File: src/rtl/key_debounce.sv
// Eight-key debouncer: two-flop synchronizer, per-key stable-run counter, and
// registered chord / lowest-key note / press strobe / any-key outputs.
module key_debounce #(
  parameter int unsigned DEBOUNCE_CYCLES = 1000000,
  parameter int unsigned CNT_W           = 20
) (
  input  logic       clk_in,
  input  logic       rst,
  input  logic [7:0] keys,
  output logic [7:0] chord,
  output logic [7:0] note,
  output logic [7:0] press_strobe,
  output logic       any_key
);

  localparam logic [CNT_W-1:0] CntLast = CNT_W'(DEBOUNCE_CYCLES - 1);

  logic [7:0]       sync1, sync2;
  logic [7:0]       stable_q, stable_d;
  logic [CNT_W-1:0] cnt_q [8];
  logic [CNT_W-1:0] cnt_d [8];

  // Any return of sync2 to the stable level drops the partial count.
  always_comb begin
    stable_d = stable_q;
    for (int i = 0; i < 8; i++) begin
      cnt_d[i] = '0;
      if (sync2[i] != stable_q[i]) begin
        if (cnt_q[i] == CntLast) begin
          stable_d[i] = sync2[i];
        end else begin
          cnt_d[i] = cnt_q[i] + CNT_W'(1);
        end
      end
    end
  end

  // Side outputs come from stable_d so they change on the same edge as chord.
  always_ff @(posedge clk_in or posedge rst) begin
    if (rst) begin
      sync1        <= '0;
      sync2        <= '0;
      stable_q     <= '0;
      note         <= '0;
      press_strobe <= '0;
      any_key      <= 1'b0;
      for (int i = 0; i < 8; i++) begin
        cnt_q[i] <= '0;
      end
    end else begin
      sync1        <= keys;
      sync2        <= sync1;
      stable_q     <= stable_d;
      note         <= stable_d & (~stable_d + 8'd1);
      press_strobe <= stable_d & ~stable_q;
      any_key      <= |stable_d;
      for (int i = 0; i < 8; i++) begin
        cnt_q[i] <= cnt_d[i];
      end
    end
  end

  assign chord = stable_q;

endmodule

File: config.mk
export PLATFORM = sky130hd
export DESIGN_NAME = key_debounce
export DESIGN_NICKNAME = d
export VERILOG_FILES = /design/src/rtl/key_debounce.sv
export SDC_FILE = /design/constraint.sdc
export NUM_CORES = 1
export LEC_CHECK = 0
export BUFFER_PORTS_ARGS = -buffer_cell sky130_fd_sc_hd__buf_2
export CORE_MARGIN = 4
export CORE_UTILIZATION = 35
export DETAILED_ROUTE_END_ITERATION = 10
export PLACE_DENSITY = 0.55
export SLEW_MARGIN = 20
export SYNTH_ARGS = -nofsm -noshare
export SYNTH_HDL_FRONTEND = slang
export SYNTH_SLANG_ARGS = --single-unit
File: constraint.sdc
create_clock -name clk_in -period 7.1 [get_ports clk_in]
set_clock_uncertainty 0.2 [all_clocks]
set_input_delay 0.71 -clock clk_in [delete_from_list [all_inputs] [get_ports clk_in]]
set_output_delay 0.71 -clock clk_in [all_outputs]
set_load 0.02 [all_outputs]
# After elaboration in Yosys (flattened, before gate mapping)
# Index checks and enable logic that the tools add are counted.
# totals
ff_bits,201
wordCells,76
output_inout_bits,25
inputBits,10
# classes
reduce_logical,1
add_sub_neg,9
n_bitwise,4
mux,32
n_eq_ne,16
# op_table
cell,count
$mux W20,16
$add A20 B1 Y20 const B,8
$eq A20 B20 Y1 const B,8
$and A8 B8 Y8,2
$mux W1,16
$not A8 Y8,2
$add A8 B1 Y8 const B,1
$ne A1 B1 Y1,8
$reduce_or A8 Y1,1

# Depth between registers and ports, before layout
# Gate-level depths: netlist (run 1).
# logic_depth
depth_word,6
ltp_mapped,8

# Worst setup path before layout (run 1)
# No wires, ideal clock.
# synth_path
kind,reg2reg
start,register cnt_q[90] in the netlist's numbering
end,register any_key
synth_period_minus_slack_ns,2.573
path_stages_with_launch,7
t_required_ns,6.762
arrival_time_ns,2.234
n_path_buf,0
setup_slack_ns,4.527
cell_sequence,dfrtp_1 -> or4_1 -> nor4_1 -> and2_4 -> mux2i_1 -> nand4_2 -> or4_1
# synth_via
elab_chain_len,4
# synth_lines
item,line_no,rtl
"start, declared",20,logic [CNT_W-1:0] cnt_q [8];
"start signal, assigned by index",58,cnt_q[i] <= cnt_d[i];
$eq A20 B20 Y1,29,if (cnt_q[i] == CntLast) begin
$mux W1,29,
$mux W1,28,if (sync2[i] != stable_q[i]) begin
$reduce_or A8 Y1,56,any_key <= |stable_d;
"end signal, assigned",56,
"end, declared",13,output logic any_key
# No other way between the ends.

# Worst setup path in the final report (run 1)
# layout_path
start,register cnt_q[100] in the netlist's numbering
end,register any_key
# Same word-level chain as after synthesis.

==> results of run 1 <==
[synthesized netlist by cell type, drive strengths merged]
cell type,count
nor3,20
dfrtp,200
ha,8
nor4bb,1
o21ai,7
nand2b,1
or3,7
nand2,56
nand4b,1
xor2,84
and3,16
nand4bb,1
mux2i,6
or4,3
clkbuf,5
and2,6
nand4,29
and4b,1
or4b,1
nor4,12
nor3b,2
buf,11
inv,21
or2,8
nand3,65
xnor2,61
nor4b,8
nor2b,4
and4,17
and3b,6
nor2,183
mux2,2
a21oi,7
[area by class of cell]
type                       instances  area [µm²]  share of cell area [%]
clock buffer                      22         474                    4.73
clock inverter                    10        95.1                   0.948
sequential                       200        5000                    49.9
multi-input combinational        623        3780                    37.7
inverter                          21        86.3                   0.861
timing repair buffer              35         178                    1.77
tap                              330         413                    4.12
[state kept, by name (all words and copies together), names as in the netlist]
register,cells
sync2,8
note,7
press_strobe,8
chord,8
cnt_q,160
any_key,1
sync1,8
[routing by layer]
layer,track usage (%),wire (µm),vias to the layer above
met4,3.39,155,0
met3,2.44,343,10
met2,19.4,7780,49
met5,0,0,-
met1,16.7,8030,2833
li1,-,-,2958
[power breakdown]
part           total, µW  switching [µW]  leakage [µW]  internal (µW)
Sequential          1170            13.8       0.00274           1150
Clock                936             423      0.000276            514
Combinational       62.4            46.3       0.00141           16.0
[worst paths after layout]
path                            slack, ns                   to  cells past startpoint                 start
worst max-delay path                 4.25    any_key$_DFF_PP0_                      7  cnt_q[100]$_DFF_PP0_
worst min-delay path                 0.15   sync2[2]$_DFF_PP0_                      0    sync1[2]$_DFF_PP0_
worst max register to register       4.25    any_key$_DFF_PP0_                      7  cnt_q[100]$_DFF_PP0_
worst min register to register       0.15   sync2[2]$_DFF_PP0_                      0    sync1[2]$_DFF_PP0_
max in group asynchronous            4.98  cnt_q[29]$_DFF_PP0_                      3                   rst
min in group asynchronous            0.23   sync1[1]$_DFF_PP0_                      2                   rst
[through the flow]
step | total power (µW) | hold slack (ns) | area (µm²) | worst slack [ns] | cells
6_report | 2170 | 0.151 | 10000 | 4.25 | 1241
5_1_grt | 2260 | 0.167 | 10000 | 4.01 | 1241
4_1_cts | 2210 | 0.154 | 10000 | 4.25 | 1241
3_5_place_dp | 1260 | 0.139 | 9460 | 4.27 | 1209
3_3_place_gp | 1260 | 0.134 | 9460 | 4.31 | 1209
2_1_floorplan | 1240 | 0.131 | 8940 | 0.736 | 860
[kinds of logic (layout without fill, tap and decap cells)]
family,count (synthesis),after routing,synth area share [%]
AOI/OAI and AO/OA,14,14,0.783
xor gates and xnor gates,145,145,14.2
adders and majority gates,8,8,1.12
buffers and inverters,37,88,1.76
DFF,200,200,56.0
muxes,8,8,0.965
and+or+nand+nor,448,448,25.2
==> impl_results.md, run 1 <==
- Status: finished clean
- Layout area overhead: 12.2%
- Synthesized area: 0.00894 mm²
- Worst Path Required: 7.19 ns
- Clk Latency, worst-skew pair: 0.42 ns
- Cell Chain, Critical Path: ha_1, and4_1, nand4_1, nor3_1, mux2i_1, nand4_2, or4_1
- DR vias/cell: 4.71
- Avg Synthesized Cell Area: 10.4 µm²
- Number of buffers and inverters on the critical path: 0
- Hold Crit Class: reg -> reg
- # rows: 58
- Io pins: 35
- Die H: 168 µm
- Bufs on Longest Clock Path: 2
- RSZ-0062 raised after global routing: no
- Final Util: 39.8%
- Die Footprint: 0.0282 mm²
- Setup CP Type: reg -> reg
- Slew HR: 35.6%
- Root Driver: clkbuf_16
- Drt wl/cell: 13.1 µm
- CTS clk-pin slew, worst paths: 0.07 ns
- Period utilization: 40.2%
- Wirelength, routed: 16300 µm
- Antenna Nets Post-Route: 0
- Setup Buffers After CTS: 0
- DR DRC count: 0
- Sequential share of the synthesized area: 56.0%
- Post-Synthesis Cells: 860
- Vias: 5850
- Fill count: 2421
- Setup Viol. Count Final: 0
- Gp weighted congestion: 0.756
- Post-synthesis register bit count: 200
- YS warnings: 0
- Ratio of cells with drive above 1 in the final layout: 9.44%
- First-pass GRT wire length: 28400 µm
- CTS tree: yes
- Die Wd: 168 µm
- CTS resizes: 0
- Antenna violations before repair: 0
- Final HPWL DP: 10900 µm
- Vias in the first global route: 5834
- Starting DRT DRC Count: 280
- Synth top area cells: dfrtp_1, xor2_1, nor2_1
- Hold Buf Count CTS: 0
- Drt first pass iters: 4
- Peak VDD IR: 0.000172 V
- Grt ovf: 0
- Cell leakage power: 0.00442 µW
- Starting Density: 35.5%
- Number of max-cap violations: 0
- Tmin final: 2.85 ns
- Crit. End Element: flop
- Pwr dens: 216 mW/mm²
- Biggest cell delay along the critical path: 0.51 ns
- Clock sink count: 200
- Final Hold Vio Count: 0
- Htree depth: 4
- TNS Setup: 0 ns
- Cell taking the most area after synthesis: dfrtp_1
- Port Buffers: 34
- Distinct cells, synth: 43
- Most frequent cells in the layout: dfrtp_1, nor2_1, xor2_1
- Antenna diodes: 0
- GRT Overall Usage: 12.1%
- CP arrival: 2.95 ns
- Post-synth top area share: 56.0%
- Top delay family on crit path: simple AND/OR/NAND/NOR gates
- Layout Nets: 916
- Synth Net Count: 878
- CTS buffer count: 17
- Slew Limit Fails: 0
- Commonest non-fill, non-tap cell in the layout: dfrtp_1
- Fmax: 350 MHz
- Worst-Margin Slew: 0.965 ns
- Kind of start point of the critical path: flop
- Slowest CP cell: or4_1
- Crit path max fanout: 5
- Core Region: 0.0252 mm²
- Pin count of the biggest net entering global routing: 125
(Power assumes the default switching activity.)
==> inputs of run 2 (changes only) <==
Settings changed: PLACE_DENSITY 0.55 to 0.57.
Clock period 7.1 ns to 2.3 ns, I/O delays scaled along.
==> impl_results.md, run 2 (synthesized netlist as in run 1, its figures left out) <==
- Number of max-cap violations: 0 (unchanged)
- Peak VDD IR: 0.000449 V (+160%)
- Setup slack after layout: -0.339 ns (-4.59 ns)
- DR DRC count: 0 (unchanged)
- Kind of start point of the critical path: flop
- Wirelength, routed: 16800 µm (+2.8%)
- Most frequent cells in the layout: dfrtp_1, nor2_1, buf_4
- Vias: 6383 (+9.1%)
- Multi-input logic area: 0.00392 mm² (+3.6%)
- # rows: 58 (unchanged)
- Die H: 168 µm (unchanged)
- CP arrival: 2.74 ns (-0.21 ns)
- Pwr dens: 594 mW/mm² (+180%)
- Worst r2r dst: any_key$_DFF_PP0_
- Drt first pass iters: 6 (+2)
- Placed Instance Area: 0.0104 mm² (+10%)
- Slew Limit Fails: 0 (unchanged)
- Ratio of cells with drive above 1 in the final layout: 22.1% (+13 points)
- Fmax: 379 MHz (+8.1%)
- CTS tree: yes
- Clk Latency, worst-skew pair: 0.43 ns (about the same)
- Worst slack, placed: -0.356 ns (-4.63 ns)
- Final Hold Vio Count: 0 (unchanged)
- GRT Overall Usage: 12.5% (+0.43 points)
- Top reg by flops: cnt_q
- Layout Nets: 1051 (+15%)
- Layout area overhead: 25.8%
- Core Region: 0.0252 mm² (unchanged)
- Die Wd: 168 µm (unchanged)
- CTS buffer count: 17 (unchanged)
- Htree depth: 4 (unchanged)
- First-pass GRT wire length: 29700 µm (+4.5%)
- Drt wl/cell: 12.2 µm (-7.1%)
- Worst hold start: sync1[0]$_DFF_PP0_
- Worst Path Required: 2.40 ns (-4.79 ns)
- Slew HR: 60.7% (+25 points)
- Flop2flop setup slack: -0.34 ns (-4.59 ns)
- Worst hold slack: 0.151 ns (-0.000231 ns)
- Clock sink count: 200 (unchanged)
- Port Buffers: 34 (unchanged)
- Grt ovf: 0 (unchanged)
- Period utilization: 115% (+75 points)
- Die Footprint: 0.0282 mm² (unchanged)
- DR vias/cell: 4.65 (-1.5%)
- Tmin final: 2.64 ns (-0.214 ns)
- Worst r2r src: cnt_q[86]$_DFF_PP0_
- Antenna violations before repair: 0 (unchanged)
- Failing checks: setup timing
- Bufs on Longest Clock Path: 2 (unchanged)
- Cell leakage power: 0.00516 µW (+17%)
- R2r worst-path depth: 6 (-1)
- Vias in the first global route: 6364 (+9.1%)
- CTS clk-pin slew, worst paths: 0.08 ns (about the same)
- Fin area: 0.0112 mm² (+12%)
- Status: complete, but fails checks
- Pin count of the biggest net entering global routing: 45 (-64%)
- Gp weighted congestion: 0.799 (+5.7%)
- Setup CP Type: reg -> reg
- Fill count: 2393 (-1.2%)
- Commonest non-fill, non-tap cell in the layout: dfrtp_1
- Final HPWL DP: 11600 µm (+6.7%)
- Setup Viol. Count Final: 6 (+6)
- Starting Density: 35.5% (unchanged)
- Hold Crit Class: reg -> reg
- Crit path max fanout: 3 (-2)
- FF/Latch Area: 0.00500 mm² (unchanged)
- Hold EP: sync2[0]$_DFF_PP0_
- Crit. End Element: flop
- Hold path depth: 0 (unchanged)
- RSZ-0062 raised after global routing: yes
- Antenna diodes: 0 (unchanged)
- Largest register FFs: 160 (unchanged)
- Io pins: 35 (unchanged)
- Worst-Margin Slew: 0.588 ns (-0.377 ns)
- Starting DRT DRC Count: 357 (+28%)
- Root Driver: clkbuf_16
- Antenna Nets Post-Route: 0 (unchanged)
## run 2: report_power, final
group	switching [µW]	internal [µW]	leakage [µW]
sequential	31.3	3560	0.00274
combinational	169	123	0.00217
clock	1390	1410	0.000255
## run 2: worst max path at each step
stage / from / end / slack [ns] / cells after the start
detailed placement: cnt_q[93]$_DFF_PP0_ / any_key$_DFF_PP0_ / -0.36 / 6
CTS: cnt_q[95]$_DFF_PP0_ / any_key$_DFF_PP0_ / -0.37 / 6
finish: cnt_q[86]$_DFF_PP0_ / any_key$_DFF_PP0_ / -0.34 / 6
global placement: cnt_q[135]$_DFF_PP0_ / any_key$_DFF_PP0_ / -0.35 / 7
floorplan: rst / any_key$_DFF_PP0_ / -0.72 / 1
global route: cnt_q[86]$_DFF_PP0_ / any_key$_DFF_PP0_ / -0.46 / 6
## run 2: worst max-delay path: stages, from the launching register on
cell     delay [ns]
dfrtp_1        0.39
or4_4          0.55
nor4_4         0.27
and2_4         0.20
mux2i_4        0.26
nand4_4        0.13
or4_1          0.51
## run 2: what timing repair did
action	in CTS	in global routing
pin swaps	3	12
hold buffers	9	0
setup buffers	1	6
setup endpoints to repair	5	29
gates resized for setup	1	24
hold endpoints to repair	24	0
## run 2: layout make-up
cell class / instances / area share, %
sequential: 200 / 44.5
clock inverter: 13 / 1.02
multi-input combinational: 623 / 34.8
tap: 330 / 3.67
inverter: 21 / 0.734
clock buffer: 17 / 3.78
timing repair buffer: 170 / 11.5
## run 2: through the flow
stage | util, % | instances | power [µW] | setup TNS (ns)
finish | 44.7 | 1374 | 6690 | -0.794
global route | 44.7 | 1374 | 6990 | -1.58
CTS | 44.0 | 1368 | 6790 | -1.11
detailed placement | 41.4 | 1328 | 3950 | -1.06
global placement | 41.4 | 1328 | 3940 | -1.00
floorplan | - | 860 | 3820 | -143.89
## run 2: routing by layer
layer / routed length (µm) / GRT usage, % / part of all wire (%) / vias up
li1: - / - / - / 3233
met1: 8120 / 16.5 / 48 / 3095
met2: 8160 / 20.9 / 49 / 43
met3: 321 / 2.56 / 1.9 / 12
met4: 168 / 3.71 / 1.0 / 0
met5: 0 / 0 / 0 / -
